### config.mk
export PLATFORM = sky130hd
export DESIGN_NAME = button_debouncer
export DESIGN_NICKNAME = d
export VERILOG_FILES = /design/src/rtl/button_debouncer.sv
export SDC_FILE = /design/constraint.sdc
export NUM_CORES = 1
export LEC_CHECK = 0
export ABC_AREA = 1
export CAP_MARGIN = 5
export CORE_MARGIN = 1
export CORE_UTILIZATION = 45
export DETAILED_ROUTE_END_ITERATION = 16
export PLACE_DENSITY = 0.81
export SLEW_MARGIN = 0
export SYNTH_ARGS = -nofsm -noshare
export SYNTH_HDL_FRONTEND = slang
export SYNTH_SLANG_ARGS = --single-unit
### constraint.sdc
create_clock -name clk -period 0.8 [get_ports clk]
set_input_delay 0.2 -clock clk [delete_from_list [all_inputs] [get_ports clk]]
set_output_delay 0.2 -clock clk [all_outputs]
set_load 0.05 [all_outputs]
### src/rtl/button_debouncer.sv
`timescale 1ns/1ps
`default_nettype none
// ============================================================================
//  Module      : button_debouncer
//  Description : Tick-qualified debouncer for NUM_BTN push-buttons. It produces
//                clean levels and one-clk press/release pulses. Defining
//                AUTO_REPEAT_EN adds hold-to-repeat press pulses.
//  Revision    : 1.0  initial release
// ============================================================================
module button_debouncer #(
    parameter int NUM_BTN      = 4,
    parameter int STABLE_TICKS = 3,
    parameter int CNT_W        = 2,
    parameter int HOLD_TICKS   = 10,
    parameter int REPEAT_TICKS = 3,
    parameter int RPT_W        = 4
) (
    input  logic               clk,
    input  logic               reset,
    input  logic               tick_in,
    input  logic [NUM_BTN-1:0] btn_raw,
    output logic [NUM_BTN-1:0] btn_level,
    output logic [NUM_BTN-1:0] btn_press,
    output logic [NUM_BTN-1:0] btn_release
);

    localparam logic [CNT_W-1:0] CNT_LAST = CNT_W'(STABLE_TICKS - 1);
    localparam logic [CNT_W-1:0] CNT_ONE  = CNT_W'(1);

    if (STABLE_TICKS < 1 || (STABLE_TICKS - 1) > ((1 << CNT_W) - 1)) begin : g_chk_cnt_w
        $error("button_debouncer: CNT_W cannot hold STABLE_TICKS-1");
    end

    if (REPEAT_TICKS < 1 || REPEAT_TICKS > HOLD_TICKS
        || HOLD_TICKS > ((1 << RPT_W) - 1)) begin : g_chk_rpt_w
        $error("button_debouncer: bad HOLD_TICKS/REPEAT_TICKS/RPT_W combination");
    end

    logic [NUM_BTN-1:0]            sync1_q;
    logic [NUM_BTN-1:0]            sync2_q;
    logic                          tick_q;
    logic                          tick;
    logic [NUM_BTN-1:0][CNT_W-1:0] cnt_q;
    logic [NUM_BTN-1:0][CNT_W-1:0] cnt_d;
    logic [NUM_BTN-1:0]            level_q;
    logic [NUM_BTN-1:0]            level_d;
    logic [NUM_BTN-1:0]            press_q;
    logic [NUM_BTN-1:0]            press_d;
    logic [NUM_BTN-1:0]            release_q;
    logic [NUM_BTN-1:0]            release_d;
    logic [NUM_BTN-1:0]            accept;

    // tick_q clears on reset, so a tick_in already high at release counts as a tick
    assign tick = tick_in & ~tick_q;

    always_ff @(posedge clk or negedge reset) begin
        if (!reset) begin
            sync1_q   <= '0;
            sync2_q   <= '0;
            tick_q    <= 1'b0;
            cnt_q     <= '0;
            level_q   <= '0;
            press_q   <= '0;
            release_q <= '0;
        end else begin
            sync1_q   <= btn_raw;
            sync2_q   <= sync1_q;
            tick_q    <= tick_in;
            cnt_q     <= cnt_d;
            level_q   <= level_d;
            press_q   <= press_d;
            release_q <= release_d;
        end
    end

`ifdef AUTO_REPEAT_EN
    localparam logic [RPT_W-1:0] RPT_ONE    = RPT_W'(1);
    localparam logic [RPT_W-1:0] HOLD_VAL   = RPT_W'(HOLD_TICKS);
    localparam logic [RPT_W-1:0] RELOAD_VAL = RPT_W'(HOLD_TICKS - REPEAT_TICKS);

    logic [NUM_BTN-1:0][RPT_W-1:0] hcnt_q;
    logic [NUM_BTN-1:0][RPT_W-1:0] hcnt_d;
    logic [RPT_W-1:0]              hcnt_inc;

    always_ff @(posedge clk or negedge reset) begin
        if (!reset) begin
            hcnt_q <= '0;
        end else begin
            hcnt_q <= hcnt_d;
        end
    end
`endif

    always_comb begin
        cnt_d     = cnt_q;
        level_d   = level_q;
        press_d   = '0;
        release_d = '0;
        accept    = '0;
        for (int i = 0; i < NUM_BTN; i++) begin
            if (tick) begin
                if (sync2_q[i] == level_q[i]) begin
                    cnt_d[i] = '0;
                end else if (cnt_q[i] != CNT_LAST) begin
                    cnt_d[i] = cnt_q[i] + CNT_ONE;
                end else begin
                    level_d[i]   = sync2_q[i];
                    cnt_d[i]     = '0;
                    press_d[i]   = sync2_q[i];
                    release_d[i] = ~sync2_q[i];
                    accept[i]    = 1'b1;
                end
            end
        end
`ifdef AUTO_REPEAT_EN
        hcnt_d   = hcnt_q;
        hcnt_inc = '0;
        for (int i = 0; i < NUM_BTN; i++) begin
            hcnt_inc = hcnt_q[i] + RPT_ONE;
            // an acceptance edge always wins over a repeat on the same tick
            if (!level_q[i] || accept[i]) begin
                hcnt_d[i] = '0;
            end else if (tick) begin
                if (hcnt_inc == HOLD_VAL) begin
                    press_d[i] = 1'b1;
                    hcnt_d[i]  = RELOAD_VAL;
                end else begin
                    hcnt_d[i]  = hcnt_inc;
                end
            end
        end
`endif
    end

    assign btn_level   = level_q;
    assign btn_press   = press_q;
    assign btn_release = release_q;

endmodule
`default_nettype wire

* After elaboration in Yosys (flattened, before gate mapping)
Index checks and enable logic that the tools add are counted.
** Storage, ports and cells
- Register bits after elaboration :: 29
- Input port bits :: 7
- Output and inout port bits :: 12
- Word-level logic and storage cells :: 75
** Cells by class
- $add $sub $neg :: 4
- Eq/ne operators :: 8
- Mux-type cells :: 32
- Bitwise operators :: 14
- Reduce and logical (&&, ||, !) cells :: 4
** Operators by type and width (count)
- two-way mux 1 bit :: 24
- two-way mux 2 bit :: 8
- inverter 1 bit :: 13
- AND reduction 3 bit :: 4
- adder 2 x 1 -> 2 bit, second input constant :: 4
- != test 2 bit, second input constant :: 4
- == test 1 bit :: 4
- AND 1 bit :: 1

* Longest topological paths before layout
- Depth in word-level cells :: 4
- Gate-level depth with buffers :: 5
- Depth with buffers taken out :: 5

* Worst setup path after synthesis
No wires, ideal clock.
- Path kind :: reg-to-reg
- From :: reg level_q[1], in the netlist btn_level[1]
- To :: reg cnt_q[2] in the netlist's numbering
- Library setup time :: 0.117 ns
- Arrival :: 0.953 ns
- Required time :: 0.683 ns
- Setup slack :: -0.270 ns
- Cell stages (with the launch flop) :: 6
- Buffers on the path :: 0
- Clock period less this slack :: 1.070 ns
- Cell sequence :: dfrtp_1 inv_1 nand2_1 nand2_1 nand3_1 nand2_1
** Between the ends
- Longest elaborated chain between the ends :: 2
** Ends and longest elaborated chain
- start, declared :: RTL line 45 : logic [NUM_BTN-1:0] level_q;
- start signal, assigned :: RTL line 70 : level_q <= level_d;
- == test 1 bit :: RTL line 102 : if (sync2_q[i] == level_q[i]) begin
- two-way mux 2 bit :: RTL line 102
- end signal, assigned :: RTL line 69 : cnt_q <= cnt_d;
- end, declared :: RTL line 43 : logic [NUM_BTN-1:0][CNT_W-1:0] cnt_q;
Every way passes these cells.
A chain may end at the register's enable or synchronous reset.

* Final worst setup path
- From :: reg level_q[2], in the netlist btn_level[2]
- To :: out btn_level[2]
** RTL lines
- end, declared :: RTL line 22 : output logic [NUM_BTN-1:0] btn_level,
No word-level cell between the ends.

==> reports/qor.csv <==
metric,value,unit
status,finished with violations,
failed_checks,negative setup slack,
root_buffer,clkbuf_4,
dr.max_layer_used,met4,
yosysUniqueCellTypes,8,
maxCapViolCount,0,
synth_top_cell_area_share,0.6561,
clk_pin_slew,0.08,ns
crit_slowest_cell,dfrtp_2,
grt_usage,0.2787,
clock_sinks,29,
row_count,17,
combPwrFrac,0.475,
period_minus_slack,1.127,ns
p_switching,2.169,mW
crit_path_end_kind,primary output,
fin_crit_sh,1.409,
synth_compound_area_frac,0,
yosys.area_share.simple,0.2726,
first_pass_iters,4,
grt_pass1_wl,4892,um
ir_drop,0.002709,V
antenna_cells,0,
whs,0.04953,ns
clk_path_buf_depth,2,
synth.yosys.seq_area_share,0.6561,
power.leakage,0.9771,nW
crit_family,flip-flops,
tightestPinTransition,0.3065,ns
setup_viol,32,
dp_hpwl,1648,um
max_freq,887.0,MHz
relSlewSlack,0.7955,
synth_mux_area_frac,0,
reg2reg_depth,6,
wl_met3,126,um
synth_xor_xnor_area_share,0,
r2r_setup_slack,-0.30,ns
yosys-top-cells-area,"dfrtp_1, nand2_1, nor2_1, inv_1, nand3_1",
intPower,3.304,mW
io_pins,19,
final-hold-violation-count,0,
insertion_delay,0.33,ns
drt_iter0_drc,21,
avgSynthCellArea,9.141,sq um
syn_area,1106,sq um
antenna_left,0,
drc,0,
cts_buffers,5,
hold_class,input pin to flip-flop,
die_y,51.58,um
p_total,5.474,mW
crit_cells,1,
syn_to_final_growth,82.13,%
worstHoldStart,tick_in,
layout_setup_ws,-0.3274,ns
critPathRequiredTime,0.60,ns
holdPathEnd,tick_q,
wl_met1,1285,um
worst_setup_path_start_kind,flip-flop,
dp_slack,-0.5988,ns
place_area,1555,sq um
arrival,0.93,ns
wl,3487,um
hold_depth,1,
r2r-end,cnt_q[2],
portBuffers,18,
synthAdderAreaFrac,0,
globalplace.congestion,0.7474,
grt_pass1_vias,1070,
clkPwrFrac,0.168,
vias,1019,
cts_tree,yes,
power.density,2717,nW/um^2
cp_cell_sequence,buf_12,
worst-path-max-fanout,2,
rsz0062_at_grt,yes,
synth_top_family_by_area,simple AND/OR/NAND/NOR gates,
die_w,51.58,um
synth-seq-cells,29,
synth_cells,121,
worst-path-buf-inv,1,
path_class,flip-flop to primary output,
stdcell_area,2014,sq um
grt_max_degree,30,
clock_skew,0.007935,ns
yosys.area.top_type,dfrtp_1,
finalMaxSlewViolations,0,
fillerInstances,89,
coreArea,2255,sq um
switching_share,0.3963,
cts_hold_buffers,0,
wl_met2,1938,um
overflow,0,
seq_power_share,0.357,
syn_nets,128,
worstReg2RegStart,btn_level[1],
fp.dieArea,2660,sq um
htreeDepth,2,
start_util,0.4906,
worst_path_largest_cell_delay,0.44,ns
via_per_inst,5.070,
ys.warnings.count,0,
wl_per_cell,17.35,um
antenna_found_initial,0,
nets,179,
drive_gt1_frac,0.6127,
## cells in the mapped netlist
library cell	number
buf_6	1
inv_1	18
dfrtp_1	29
nand3_2	1
nand3_1	11
nor2_1	20
nand2_1	40
nor2_4	1
## repair_timing
item / in CTS / in global routing
buffers inserted: 11 / 2
endpoints found under the setup margin: 32 / 32
pin swaps: 17 / 15
gates cloned: 0 / 0
gates resized for setup: 47 / 41
## cell families after synthesis
kind of cell  count (synthesis)
buf+inv                      19
flops                        29
simple gates                 73
## flip-flops by register name (all words and copies together), names as in the netlist
name / cells
btn_level: 4
sync1_q: 4
sync2_q: 4
btn_press: 4
cnt_q: 8
tick_q: 1
btn_release: 4
## power by group through the flow
stage                     sequential (mW)  combinational, mW  clock (mW)
after floorplan                      2.23              0.479           0
after global placement               1.94               1.50           0
after detailed placement             1.96               1.61           0
after CTS                            1.92               2.11       0.935
after global routing                 1.98               2.75        1.02
final                                1.95               2.60       0.920
## placed cells by master (no fill, tap or decap), types with 6 or more instances in the layout
| cell type | synthesis | layout |
|---|---|---|
| dfrtp_1 | 29 | 25 |
| buf_4 | 0 | 16 |
| nand2_2 | 0 | 15 |
| nand2_1 | 40 | 14 |
| buf_12 | 0 | 13 |
| inv_1 | 18 | 12 |
| nand3_2 | 1 | 10 |
| nand2_4 | 0 | 9 |
| nor2_2 | 0 | 8 |
| buf_6 | 1 | 8 |
| nor2_1 | 20 | 7 |
| nor2_4 | 1 | 6 |
## cell type report
type	instances	area, sq um	share of cell area
clock buffer	8	58.81	0.02919
sequential	29	730.7	0.3627
tap	28	35.03	0.01739
timing repair buffer	45	563.0	0.2795
inverter	18	72.57	0.03602
multi-input combinational	73	554.3	0.2752
## how the worst max path moves through the flow
stage                 startpoint      endpoint  slack [ns]
detailed placement       tick_in  btn_level[2]       -0.60
finish              btn_level[2]  btn_level[2]       -0.33
CTS                 btn_level[1]  btn_level[1]       -0.34
global route        btn_level[1]  btn_level[1]       -0.35
global placement         tick_in  btn_level[0]       -0.51
floorplan           btn_level[0]      cnt_q[0]       -0.13
## per-layer routing
| metal | global-route usage | up-vias |
|---|---|---|
| met3 | 0.08772 | 16 |
| met2 | 0.5260 | 30 |
| met5 | 0 | - |
| met4 | 0.1532 | 0 |
| met1 | 0.2604 | 511 |
| li1 | - | 462 |
## stage by stage
| step | util | std cells | setup TNS [ns] |
|---|---|---|---|
| 3_5_place_dp | 0.6898 | 180 | -10.02 |
| 4_1_cts | 0.8180 | 199 | -7.104 |
| 3_3_place_gp | 0.6898 | 180 | -8.896 |
| 5_1_grt | 0.8935 | 201 | -8.832 |
| 6_report | 0.8935 | 201 | -7.592 |
| 2_1_floorplan | - | 121 | -1.212 |
Power figures use the tool's default switching activity.
